--- src/rtl/ascon_perm_scheduler.sv ---
// Arbitrates the shared Ascon permutation core between the fetch keystream path and
// background patch precompute, sequencing LOAD / ROUND / DONE with fully registered controls.
module ascon_perm_scheduler #(
  parameter int PB_ROUNDS        = 6,
  parameter int HW_PERMUTATION_N = 2,
  parameter int STARVE_LIMIT     = 4
) (
  input  logic       clk_ascon_fast_i,
  input  logic       rst_ni,
  input  logic       req_fetch_i,
  input  logic       req_patch_i,
  input  logic       abort_fetch_i,
  output logic       gnt_fetch_o,
  output logic       gnt_patch_o,
  output logic       perm_load_o,
  output logic       perm_src_o,
  output logic       perm_en_o,
  output logic [3:0] round_idx_o,
  output logic       done_fetch_o,
  output logic       done_patch_o,
  output logic       busy_o
);

  localparam logic [3:0] IDX_BASE   = 4'(12 - PB_ROUNDS);
  localparam logic [3:0] IDX_STEP   = 4'(HW_PERMUTATION_N);
  localparam logic [3:0] RND_LAST   = 4'(PB_ROUNDS / HW_PERMUTATION_N - 1);
  localparam logic [3:0] STARVE_MAX = 4'(STARVE_LIMIT);

  typedef enum logic [1:0] {
    S_IDLE,
    S_LOAD,
    S_ROUND,
    S_DONE
  } state_e;

  typedef enum logic {
    OWN_FETCH = 1'b0,
    OWN_PATCH = 1'b1
  } owner_e;

  state_e     state_q, state_d;
  owner_e     owner_q, owner_d;
  logic [3:0] rnd_q, rnd_d;
  logic [3:0] starve_q, starve_d;

  logic       gnt_fetch_q, gnt_fetch_d;
  logic       gnt_patch_q, gnt_patch_d;
  logic       perm_load_q, perm_load_d;
  logic       perm_src_q, perm_src_d;
  logic       perm_en_q, perm_en_d;
  logic [3:0] round_idx_q, round_idx_d;
  logic       done_fetch_q, done_fetch_d;
  logic       done_patch_q, done_patch_d;
  logic       busy_q, busy_d;

  logic       patch_wins;
  logic       fetch_abort;

  // Patch takes the core when fetch is idle, or when fetch has starved it long enough.
  assign patch_wins  = req_patch_i && (!req_fetch_i || (starve_q == STARVE_MAX));
  assign fetch_abort = abort_fetch_i && (owner_q == OWN_FETCH) &&
                       ((state_q == S_LOAD) || (state_q == S_ROUND));

  // NOTE: every signal driven here gets a default first, so no path leaves it
  // unassigned and no latch is inferred.
  always_comb begin
    state_d  = state_q;
    owner_d  = owner_q;
    rnd_d    = rnd_q;
    starve_d = starve_q;

    unique case (state_q)
      S_IDLE: begin
        rnd_d = '0;
        if (!req_patch_i) begin
          starve_d = '0;
        end
        if (patch_wins) begin
          owner_d  = OWN_PATCH;
          state_d  = S_LOAD;
          starve_d = '0;
        end else if (req_fetch_i) begin
          owner_d = OWN_FETCH;
          state_d = S_LOAD;
          if (req_patch_i && (starve_q != STARVE_MAX)) begin
            starve_d = starve_q + 4'd1;
          end
        end
      end
      S_LOAD: begin
        state_d = S_ROUND;
        rnd_d   = '0;
      end
      S_ROUND: begin
        if (rnd_q == RND_LAST) begin
          state_d = S_DONE;
        end else begin
          rnd_d = rnd_q + 4'd1;
        end
      end
      S_DONE: begin
        state_d = S_IDLE;
        rnd_d   = '0;
      end
      default: state_d = S_IDLE;
    endcase

    // A redirect kills an in-flight fetch before it can report done.
    if (fetch_abort) begin
      state_d  = S_IDLE;
      rnd_d    = '0;
      starve_d = '0;
    end
  end

  // Outputs are decoded from next-state values so they can be flopped and still
  // line up with the state they describe.
  always_comb begin
    busy_d       = (state_d != S_IDLE);
    gnt_fetch_d  = busy_d && (owner_d == OWN_FETCH);
    gnt_patch_d  = busy_d && (owner_d == OWN_PATCH);
    perm_src_d   = gnt_patch_d;
    perm_load_d  = (state_d == S_LOAD);
    perm_en_d    = (state_d == S_ROUND);
    round_idx_d  = perm_en_d ? (IDX_BASE + rnd_d * IDX_STEP) : 4'd0;
    done_fetch_d = (state_d == S_DONE) && (owner_d == OWN_FETCH);
    done_patch_d = (state_d == S_DONE) && (owner_d == OWN_PATCH);
  end

  // NOTE: sequential state uses non-blocking assignments so every flop samples
  // the pre-edge values regardless of statement order.
  always_ff @(posedge clk_ascon_fast_i or negedge rst_ni) begin
    if (!rst_ni) begin
      state_q      <= S_IDLE;
      owner_q      <= OWN_FETCH;
      rnd_q        <= '0;
      starve_q     <= '0;
      gnt_fetch_q  <= 1'b0;
      gnt_patch_q  <= 1'b0;
      perm_load_q  <= 1'b0;
      perm_src_q   <= 1'b0;
      perm_en_q    <= 1'b0;
      round_idx_q  <= '0;
      done_fetch_q <= 1'b0;
      done_patch_q <= 1'b0;
      busy_q       <= 1'b0;
    end else begin
      state_q      <= state_d;
      owner_q      <= owner_d;
      rnd_q        <= rnd_d;
      starve_q     <= starve_d;
      gnt_fetch_q  <= gnt_fetch_d;
      gnt_patch_q  <= gnt_patch_d;
      perm_load_q  <= perm_load_d;
      perm_src_q   <= perm_src_d;
      perm_en_q    <= perm_en_d;
      round_idx_q  <= round_idx_d;
      done_fetch_q <= done_fetch_d;
      done_patch_q <= done_patch_d;
      busy_q       <= busy_d;
    end
  end

  assign gnt_fetch_o  = gnt_fetch_q;
  assign gnt_patch_o  = gnt_patch_q;
  assign perm_load_o  = perm_load_q;
  assign perm_src_o   = perm_src_q;
  assign perm_en_o    = perm_en_q;
  assign round_idx_o  = round_idx_q;
  assign done_fetch_o = done_fetch_q;
  assign done_patch_o = done_patch_q;
  assign busy_o       = busy_q;

  a_param_multiple: assert property (@(posedge clk_ascon_fast_i)
    (PB_ROUNDS % HW_PERMUTATION_N) == 0);
  a_done_fetch_gnt: assert property (@(posedge clk_ascon_fast_i) disable iff (!rst_ni)
    done_fetch_o |-> gnt_fetch_o);
  a_done_patch_gnt: assert property (@(posedge clk_ascon_fast_i) disable iff (!rst_ni)
    done_patch_o |-> gnt_patch_o);
  a_en_in_round: assert property (@(posedge clk_ascon_fast_i) disable iff (!rst_ni)
    perm_en_o |-> (state_q == S_ROUND));

endmodule

--- config.mk ---
export PLATFORM = sky130hd
export DESIGN_NAME = ascon_perm_scheduler
export DESIGN_NICKNAME = d
export VERILOG_FILES = /design/src/rtl/ascon_perm_scheduler.sv
export SDC_FILE = /design/constraint.sdc
export NUM_CORES = 1
export LEC_CHECK = 0
export BUFFER_PORTS_ARGS = -buffer_cell sky130_fd_sc_hd__buf_2
export CORE_ASPECT_RATIO = 1.75
export CORE_MARGIN = 1
export CORE_UTILIZATION = 40
export CTS_BUF_LIST = sky130_fd_sc_hd__clkbuf_16
export DETAILED_ROUTE_END_ITERATION = 7
export HOLD_SLACK_MARGIN = 0.05
export PLACE_DENSITY = 0.71
export REMOVE_ABC_BUFFERS = 1
export SLEW_MARGIN = 15
export SYNTH_ARGS = -nofsm -noshare
export SYNTH_HDL_FRONTEND = slang
export SYNTH_SLANG_ARGS = --single-unit
--- constraint.sdc ---
create_clock -name clk_ascon_fast_i -period 1.78 [get_ports clk_ascon_fast_i]
set_input_delay 0 -clock clk_ascon_fast_i [delete_from_list [all_inputs] [get_ports clk_ascon_fast_i]]
set_output_delay 0 -clock clk_ascon_fast_i [all_outputs]
set_load 0.005 [all_outputs]
=== Word-level counts from Yosys, hierarchy flattened ===
Cells that the tools add are included.

* $add $sub $neg: 3
* Equal/unequal tests: 10
* Muxes and demuxes: 18
* Bitwise logic cells: 2
* Reductions and logical operators: 15

{| class="wikitable"
|+ Operator list
! cell !! number
|-
| $mux W4 || 9
|-
| $add A4 B1 Y4 const B || 2
|-
| $eq A2 B2 Y1 const B || 4
|-
| $logic_and A1 B1 Y1 || 8
|-
| $mux W2 || 4
|-
| $pmux W2 S4 || 1
|-
| $pmux W4 S2 || 1
|-
| $add A3 B4 Y4 const A || 1
|-
| $eq A2 B1 Y1 const B || 2
|-
| $eq A4 B2 Y1 const B || 1
|-
| $eq A4 B3 Y1 const B || 1
|-
| $ne A4 B3 Y1 const B || 1
|-
| $reduce_bool A2 Y1 || 2
|-
| $mux W1 || 3
|-
| $ne A3 B3 Y1 const B || 1
|-
| $reduce_or A3 Y1 || 1
|-
| $logic_not A2 Y1 || 1
|-
| $logic_or A1 B1 Y1 || 2
|-
| $not A1 Y1 || 2
|-
| $logic_not A1 Y1 || 1
|}

* Bits in registers: 22
* Logic and storage cells: 61

=== Longest topological paths before layout ===
Gate-level depths: netlist (run 1).

* Depth after elaboration: 8
* Mapped depth: 9
* Gate-level depth less buffers: 9

=== Least setup slack after synthesis (run 1) ===
Ideal clock, no wire load.

* Path kind: reg2reg
* Start: reg state_q[0]
* End: reg round_idx_q[3] (netlist: round_idx_o[3])
* Library setup time: 125 ps
* Arrival time: 1,719 ps
* Slack: -64 ps
* Cell stages (with the launch flop): 10
* Clock period less this slack: 1,844 ps
* Path through: dfrtp_1 -> inv_1 -> ha_1 -> nand3b_1 -> nand2_1 -> nor2_1 -> inv_1 -> ha_1 -> nor3_1 -> nor3_2

* Longest elaborated chain between the ends: 6

{| class="wikitable"
|+ Ends and longest elaborated chain
! what !! line !! source
|-
| from (decl) || 41 || <nowiki>state_e state_q, state_d;</nowiki>
|-
| from (signal assigned) || 148 || <nowiki>state_q <= state_d;</nowiki>
|-
| $eq A2 B1 Y1 (tied with other cells) || 62, 72 ||
|-
| $reduce_or A3 Y1 (no source line) / $logic_or A1 B1 Y1 (equally long branches) || - ||
|-
| $pmux W4 S2 / $logic_and A1 B1 Y1 (equally long branches) || 72, 61 ||
|-
| $mux W4 * || 109 || <nowiki>if (fetch_abort) begin</nowiki>
|-
| via rnd_d[0] || 43 || <nowiki>logic [3:0] rnd_q, rnd_d;</nowiki>
|-
| $add A3 B4 Y4 * || 125 || <nowiki>round_idx_d = perm_en_d ? (IDX_BASE + rnd_d * IDX_STEP) : 4'd0;</nowiki>
|-
| $mux W4 * || 125 ||
|-
| via round_idx_d[3] || 51 || <nowiki>logic [3:0] round_idx_q, round_idx_d;</nowiki>
|-
| to (signal assigned) || 157 || <nowiki>round_idx_q <= round_idx_d;</nowiki>
|-
| to (decl) || 51 ||
|}

The timed path passes the listed nets; every way through them passes the cells marked *.
A chain may end at the register's enable or synchronous reset.

=== Worst setup path in the final report (run 1) ===
* Start: reg rnd_q[0]
* End: reg round_idx_q[3] (netlist: round_idx_o[3])

* Longest elaborated chain between the ends: 6

{| class="wikitable"
|+ Ends and longest elaborated chain
! what !! line !! source
|-
| from (decl) || 43 ||
|-
| from (signal assigned) || 150 || <nowiki>rnd_q <= rnd_d;</nowiki>
|-
| $add A4 B1 Y4 / $eq A4 B2 Y1 (equally long branches) || 98, 95 ||
|-
| $mux W4 * || 95 || <nowiki>if (rnd_q == RND_LAST) begin</nowiki>
|-
| $pmux W4 S2 * || 72 || <nowiki>unique case (state_q)</nowiki>
|-
| $mux W4 * || 109 ||
|-
| via rnd_d[0] || 43 ||
|-
| $add A3 B4 Y4 * || 125 ||
|-
| $mux W4 * || 125 ||
|-
| via round_idx_d[3] || 51 ||
|}

The timed path passes the listed nets; every way through them passes the cells marked *. The select of a mux whose other input is x is not followed.

==> flow_metrics.py, run 1 <==
metrics = {
    "logic_synthesis": {
        "ys_warn_count": 0,
        "synth.distinct_cells": 32,
        "yosysSeqAreaShare": 0.510,
        "postSynthCellCount": 98,
        "syn_area_um2": 1030,
        "ys_ff_latch": 21,
        "syn_area_per_cell_um2": 10.5,
    },
    "die": {
        "core_area_um2": 2460,
        "io_pins": 17,
        "die_h_um": 69.2,
        "dieArea_um2": 2790,
        "start_util": 0.419,
        "die_w_um": 40.4,
        "fp-row-count": 24,
    },
    "grt": {
        "grt_first_pass_wirelength_um": 3210,
        "grt_pass1_vias": 775,
        "antenna_found_initial": 0,
        "grt_usage": 0.163,
        "grt_max_degree": 22,
        "overflow": 0,
    },
    "routing": {
        "vias": 761,
        "drc": 0,
        "ant_nets": 0,
        "dr.max_layer_used": "met4",
        "wl_met1_um": 701,
        "wl_met2_um": 1160,
        "drt_iter0_markers": 7,
        "viasPerCell": 5.07,
        "drt_wl_total_um": 1940,
        "firstDrtPassIters": 4,
        "avgRoutedWirePerCell_um": 12.9,
        "wl_met3_um": 49,
    },
    "worst_setup_path": {
        "start_kind": "flop",
        "worstReg2RegEnd": "round_idx_o[3]",
        "r2r_slack_ns": 0.10,
        "critPathRequiredTime_ns": 1.92,
        "r2r_cells": 9,
        "startpoint": "rnd_q[0]",
        "critPathKind": "reg -> reg",
        "path_max_fanout": 3,
        "r2r-start": "rnd_q[0]",
        "cp.arrival_ns": 1.82,
        "endpoint": "round_idx_o[3]",
        "end_kind": "flop",
    },
    "sta": {
        "hold_viol_final": 0,
        "worst_clock_skew_ns": 0.00335,
        "layout_min_cycle_time_ns": 1.68,
        "drv_slew": 0,
        "rsz0062_at_grt": "false",
        "finalSetupTns_ns": 0,
        "fmax_mhz": 596,
        "min_period_over_period": 0.943,
        "finalSetupViolations": 0,
    },
    "clock_tree": {
        "clockBufferDepth": 2,
        "insertion_delay_ns": 0.25,
        "path_clk_slew_ns": 0.05,
        "cts_tree": "yes",
        "ctsRootBufferMaster": "clkbuf_16",
        "htree_levels": 1,
        "cts_made_buffers": 3,
        "clkSinkCount": 21,
    },
    "final_layout": {
        "final_cell_mix": "21 x dfrtp_1, 15 x buf_2, 13 x nor2_1",
        "syn_to_final_growth_pct": 26.5,
        "n_antenna_cell": 0,
        "layout-drive-gt1-share": 0.355,
        "stdcell_count": 150,
        "layout_commonest_cell": "dfrtp_1",
        "fin_area_um2": 1300,
        "final.fill_count": 234,
        "nets": 137,
    },
    "power": {
        "ir_worst_vdd_mv": 0.832,
        "power_density_nw_per_um2": 1630,
        "p_leak_nw": 0.657,
        "power_w": 0.00212,
    },
    "place": {
        "dpl_cell_area_um2": 1170,
        "placedCellCount": 143,
        "dpl.hpwl_um": 1490,
        "numPortBuffers": 15,
        "place.gp.congestion": 0.799,
    },
    "run": {
        "maxCapViolations": 0,
    },
    "status": {
        "status": "completed",
    },
    "min_path": {
        "hold_path_class": "in -> reg",
    },
}
[where the power goes]
part	internal, W	switching, W	leakage, nW
clock network	0.000299	0.000156	0.0423
registers	0.000618	0.0000711	0.280
logic	0.000461	0.000516	0.334
[cells by family after synthesis]
family / after synthesis / share of synthesized area
and+or+nand+nor: 40 / 0.218
DFF: 21 / 0.510
AOI/OAI and AO/OA: 13 / 0.102
buffers and inverters: 13 / 0.0558
adders and majority gates: 7 / 0.0849
xor gates and xnor gates: 3 / 0.0255
other: 1 / 0.00364
[state kept, by name, indices dropped and copies added, names as in the netlist]
signal        flops
rnd_q             4
round_idx_o       3
perm_load_o       1
perm_en_o         1
starve_q          4
owner_q           1
busy_o            1
done_patch_o      1
done_fetch_o      1
state_q           2
gnt_fetch_o       1
perm_src_o        1
[through the flow]
stage                     hold WS (ns)  utilization  setup slack (ns)
after detailed placement       -0.0185        0.476           -0.0107
after global placement         -0.0217        0.476            0.0423
after floorplan                 -0.296            -           -0.0639
after global routing            0.0798        0.529           0.00380
final                           0.0747        0.529             0.101
after CTS                       0.0741        0.514            0.0179
[what timing repair did]
item	4_1_cts	5_1_grt
setup endpoints to repair	1	3
buffers inserted	0	2
endpoints found under the hold margin	21	0
resized for setup	1	9
pin swaps	0	6
hold buffers	1	0
[cell usage after synthesis (all sizes together)]
master | n | share of area
xnor2 | 2 | 0.017
nor2b | 4 | 0.024
a21boi | 1 | 0.0073
nor3 | 3 | 0.019
xor2 | 1 | 0.0085
a311oi | 1 | 0.015
or2 | 1 | 0.0061
nand3b | 2 | 0.015
and4 | 1 | 0.0085
a2bb2oi | 1 | 0.0085
o311ai | 1 | 0.016
ha | 7 | 0.085
and2 | 1 | 0.0061
nand3 | 2 | 0.0097
clkbuf | 1 | 0.0048
a21oi | 5 | 0.024
inv | 10 | 0.036
and3 | 2 | 0.012
o311a | 1 | 0.011
buf | 2 | 0.015
or4b | 1 | 0.013
nor3b | 1 | 0.012
dfrtp | 21 | 0.51
nand2b | 2 | 0.012
conb | 1 | 0.0036
nand2 | 5 | 0.025
nor2 | 15 | 0.055
o21ai | 2 | 0.013
o21a | 1 | 0.0073
[worst min-delay path by stage]
stage	start	slack, ns	endpoint	depth (start not counted)
4_1_cts	abort_fetch_i	0.07	state_q[1]	2
5_1_grt	abort_fetch_i	0.08	state_q[1]	2
3_3_place_gp	rst_ni	-0.02	perm_load_o	1
6_report	abort_fetch_i	0.07	state_q[1]	2
2_1_floorplan	rst_ni	-0.30	busy_o	0
3_5_place_dp	rst_ni	-0.02	state_q[0]	1
[worst max-delay path: stages (launching register included)]
cell and delay [ns]:
dfrtp_1 0.41, inv_2 0.08, ha_2 0.18, nor3b_4 0.21, xnor2_1 0.11, nor2_2 0.12, inv_1 0.05, ha_2 0.18
nor3_2 0.16, nor3_2 0.06
[final cells by class]
| class | instances | area (um2) | share of cell area |
|---|---|---|---|
| timing repair buffer | 25 | 153 | 0.117 |
| clock inverter | 1 | 3.75 | 0.00288 |
| multi-input combinational | 64 | 477 | 0.366 |
| sequential | 21 | 526 | 0.403 |
| clock buffer | 3 | 75.1 | 0.0576 |
| inverter | 10 | 37.5 | 0.0288 |
| tap | 26 | 32.5 | 0.0250 |
[per-layer routing]
layer  vias up  track usage
met5         -            0
met3         4       0.0289
met4         0       0.0778
met2        10        0.280
li1        372            -
met1       375        0.174
No activity file was read; power rests on OpenSTA's default activity.
==> run 2, diff against run 1 <==
--- a/config.mk
+++ b/config.mk
@@ -6,13 +6,14 @@
 export NUM_CORES = 1
 export LEC_CHECK = 0
 export BUFFER_PORTS_ARGS = -buffer_cell sky130_fd_sc_hd__buf_2
+export CAP_MARGIN = 30
 export CORE_ASPECT_RATIO = 1.75
 export CORE_MARGIN = 1
 export CORE_UTILIZATION = 40
-export CTS_BUF_LIST = sky130_fd_sc_hd__clkbuf_16
+export CTS_BUF_LIST = sky130_fd_sc_hd__clkbuf_8 sky130_fd_sc_hd__clkbuf_16
 export DETAILED_ROUTE_END_ITERATION = 7
 export HOLD_SLACK_MARGIN = 0.05
-export PLACE_DENSITY = 0.71
+export PLACE_DENSITY = 0.69
 export REMOVE_ABC_BUFFERS = 1
 export SLEW_MARGIN = 15
 export SYNTH_ARGS = -nofsm -noshare
==> constraint.sdc (replaced) <==
create_clock -name clk_ascon_fast_i -period 1.9 [get_ports clk_ascon_fast_i]
set_input_delay 0 -clock clk_ascon_fast_i [delete_from_list [all_inputs] [get_ports clk_ascon_fast_i]]
set_output_delay 0 -clock clk_ascon_fast_i [all_outputs]
set_load 0.005 [all_outputs]
==> run 2 against run 1 <==
Die area stayed put; non-clock buffer count is 2 lower; final cell count is 1.3% lower; design area is 4.7% lower; sequential share of layout area is 2.0 points higher.
==> flow_metrics.py, run 2 (synthesized netlist as in run 1, its figures left out) <==
metrics = {
    "status": {
        "status": "completed",
    },
    "die": {
        "start_util": 0.419,
        "fp-row-count": 24,
        "die_h_um": 69.2,
        "io_pins": 17,
        "die_w_um": 40.4,
        "core_area_um2": 2460,
        "dieArea_um2": 2790,
    },
    "routing": {
        "firstDrtPassIters": 3,
        "viasPerCell": 4.95,
        "ant_nets": 0,
        "drc": 0,
        "drt_iter0_markers": 15,
        "vias": 732,
        "avgRoutedWirePerCell_um": 12.8,
        "drt_wl_total_um": 1890,
    },
    "worst_setup_path": {
        "end_kind": "flop",
        "cp.arrival_ns": 1.90,
        "critPathKind": "reg -> reg",
        "start_kind": "flop",
        "critPathRequiredTime_ns": 2.05,
        "startpoint": "state_q[0]",
        "path_max_fanout": 4,
        "r2r-start": "state_q[0]",
    },
    "power": {
        "p_leak_nw": 0.635,
        "switching_share": 0.373,
        "internal_power_w": 0.00111,
        "power_frac_clock": 0.160,
        "pwr-share-comb": 0.481,
        "ir_worst_vdd_mv": 0.682,
        "seq_power_share": 0.359,
        "power_density_nw_per_um2": 1430,
        "p_sw_w": 0.000660,
    },
    "sta": {
        "finalSetupTns_ns": 0,
        "finalSetupViolations": 0,
        "fmax_mhz": 573,
        "worst_clock_skew_ns": 0.00392,
        "layout_min_cycle_time_ns": 1.75,
        "hold_ws_ns": 0.0645,
        "drv_slew": 0,
        "min_period_over_period": 0.919,
        "setup_slack_ns": 0.154,
        "hold_viol_final": 0,
    },
    "grt": {
        "overflow": 0,
        "grt_first_pass_wirelength_um": 3210,
        "grt_pass1_vias": 777,
        "antenna_found_initial": 0,
        "grt_max_degree": 22,
        "grt_usage": 0.163,
    },
    "clock_tree": {
        "clockBufferDepth": 2,
        "htree_levels": 1,
        "clkSinkCount": 21,
        "cts_made_buffers": 3,
        "insertion_delay_ns": 0.26,
        "ctsRootBufferMaster": "clkbuf_8",
        "path_clk_slew_ns": 0.07,
        "cts_tree": "yes",
    },
    "final_layout": {
        "nets": 135,
        "fin_util": 0.505,
        "stdcell_count": 148,
        "n_antenna_cell": 0,
        "layout-drive-gt1-share": 0.303,
        "final_cell_mix": "21 x dfrtp_1, 15 x buf_2, 14 x nor2_1",
        "syn_to_final_growth_pct": 20.5,
        "layout_commonest_cell": "dfrtp_1",
    },
    "run": {
        "maxCapViolations": 0,
    },
    "place": {
        "place.gp.congestion": 0.829,
        "dpl.hpwl_um": 1470,
        "numPortBuffers": 15,
        "placedCellCount": 141,
        "pre_cts_slack_ns": 0.0343,
    },
    "min_path": {
        "hold_path_class": "in -> reg",
        "worstHoldStart": "abort_fetch_i",
    },
}
[run 2: changes by cell type in the layout (fill, tap and decap cells not counted), sizes merged]
cell | before | now
buf | 24 | 22
[run 2: routing by layer]
metal / vias up / GRT usage / wire length, um
met5: - / 0 / 0
met4: 0 / 0.0667 / 33
met3: 4 / 0.0193 / 25
met2: 7 / 0.282 / 1150
met1: 354 / 0.185 / 678
li1: 367 / - / -
[run 2: path summary, 6_finish.rpt]
kind                            cells after the start  slack, ns        endpoint
min in group asynchronous                           2       0.22     perm_load_o
max in group asynchronous                           2       1.35    done_fetch_o
worst min-delay path                                2       0.06      state_q[1]
worst max register to register                      9       0.15  round_idx_o[3]
worst max-delay path                                9       0.15  round_idx_o[3]
worst min register to register                      2       0.57     starve_q[3]
[run 2: through the flow]
step | total power [W] | area (um2)
3_3_place_gp | 0.00144 | 1160
2_1_floorplan | 0.00117 | 1010
6_report | 0.00177 | 1240
5_1_grt | 0.00193 | 1240
4_1_cts | 0.00176 | 1210
3_5_place_dp | 0.00148 | 1160
[run 2: power by group through the flow]
stage	combinational (W)	sequential, W	clock [W]
2_1_floorplan	0.000520	0.000653	0
4_1_cts	0.000831	0.000639	0.000291
3_5_place_dp	0.000827	0.000648	0
3_3_place_gp	0.000805	0.000640	0
6_report	0.000851	0.000636	0.000283
5_1_grt	0.000966	0.000653	0.000312
[run 2: critical path: stages (launching register included)]
cell	delay [ns]
dfrtp_1	0.37
inv_1	0.07
ha_1	0.31
nand3b_1	0.14
nand2_2	0.11
nor2_1	0.14
inv_1	0.06
ha_1	0.19
nor3_2	0.18
nor3_2	0.06
[run 2: area by class of cell]
type / instances / area, um2
Clock buffer: 3 / 41.3
Clock inverter: 1 / 3.75
Fill cell: 239 / 1220
Inverter: 10 / 37.5
Multi-Input combinational cell: 64 / 464
Sequential cell: 21 / 526
Tap cell: 26 / 32.5
Timing Repair Buffer: 23 / 138
[run 2: what timing repair did]
item | in CTS | in global routing
endpoints found under the setup margin | 0 | 1
hold buffers | 1 | 0
endpoints found under the hold margin | 21 | 0
resized for setup | 0 | 4
buffers inserted | 0 | 2
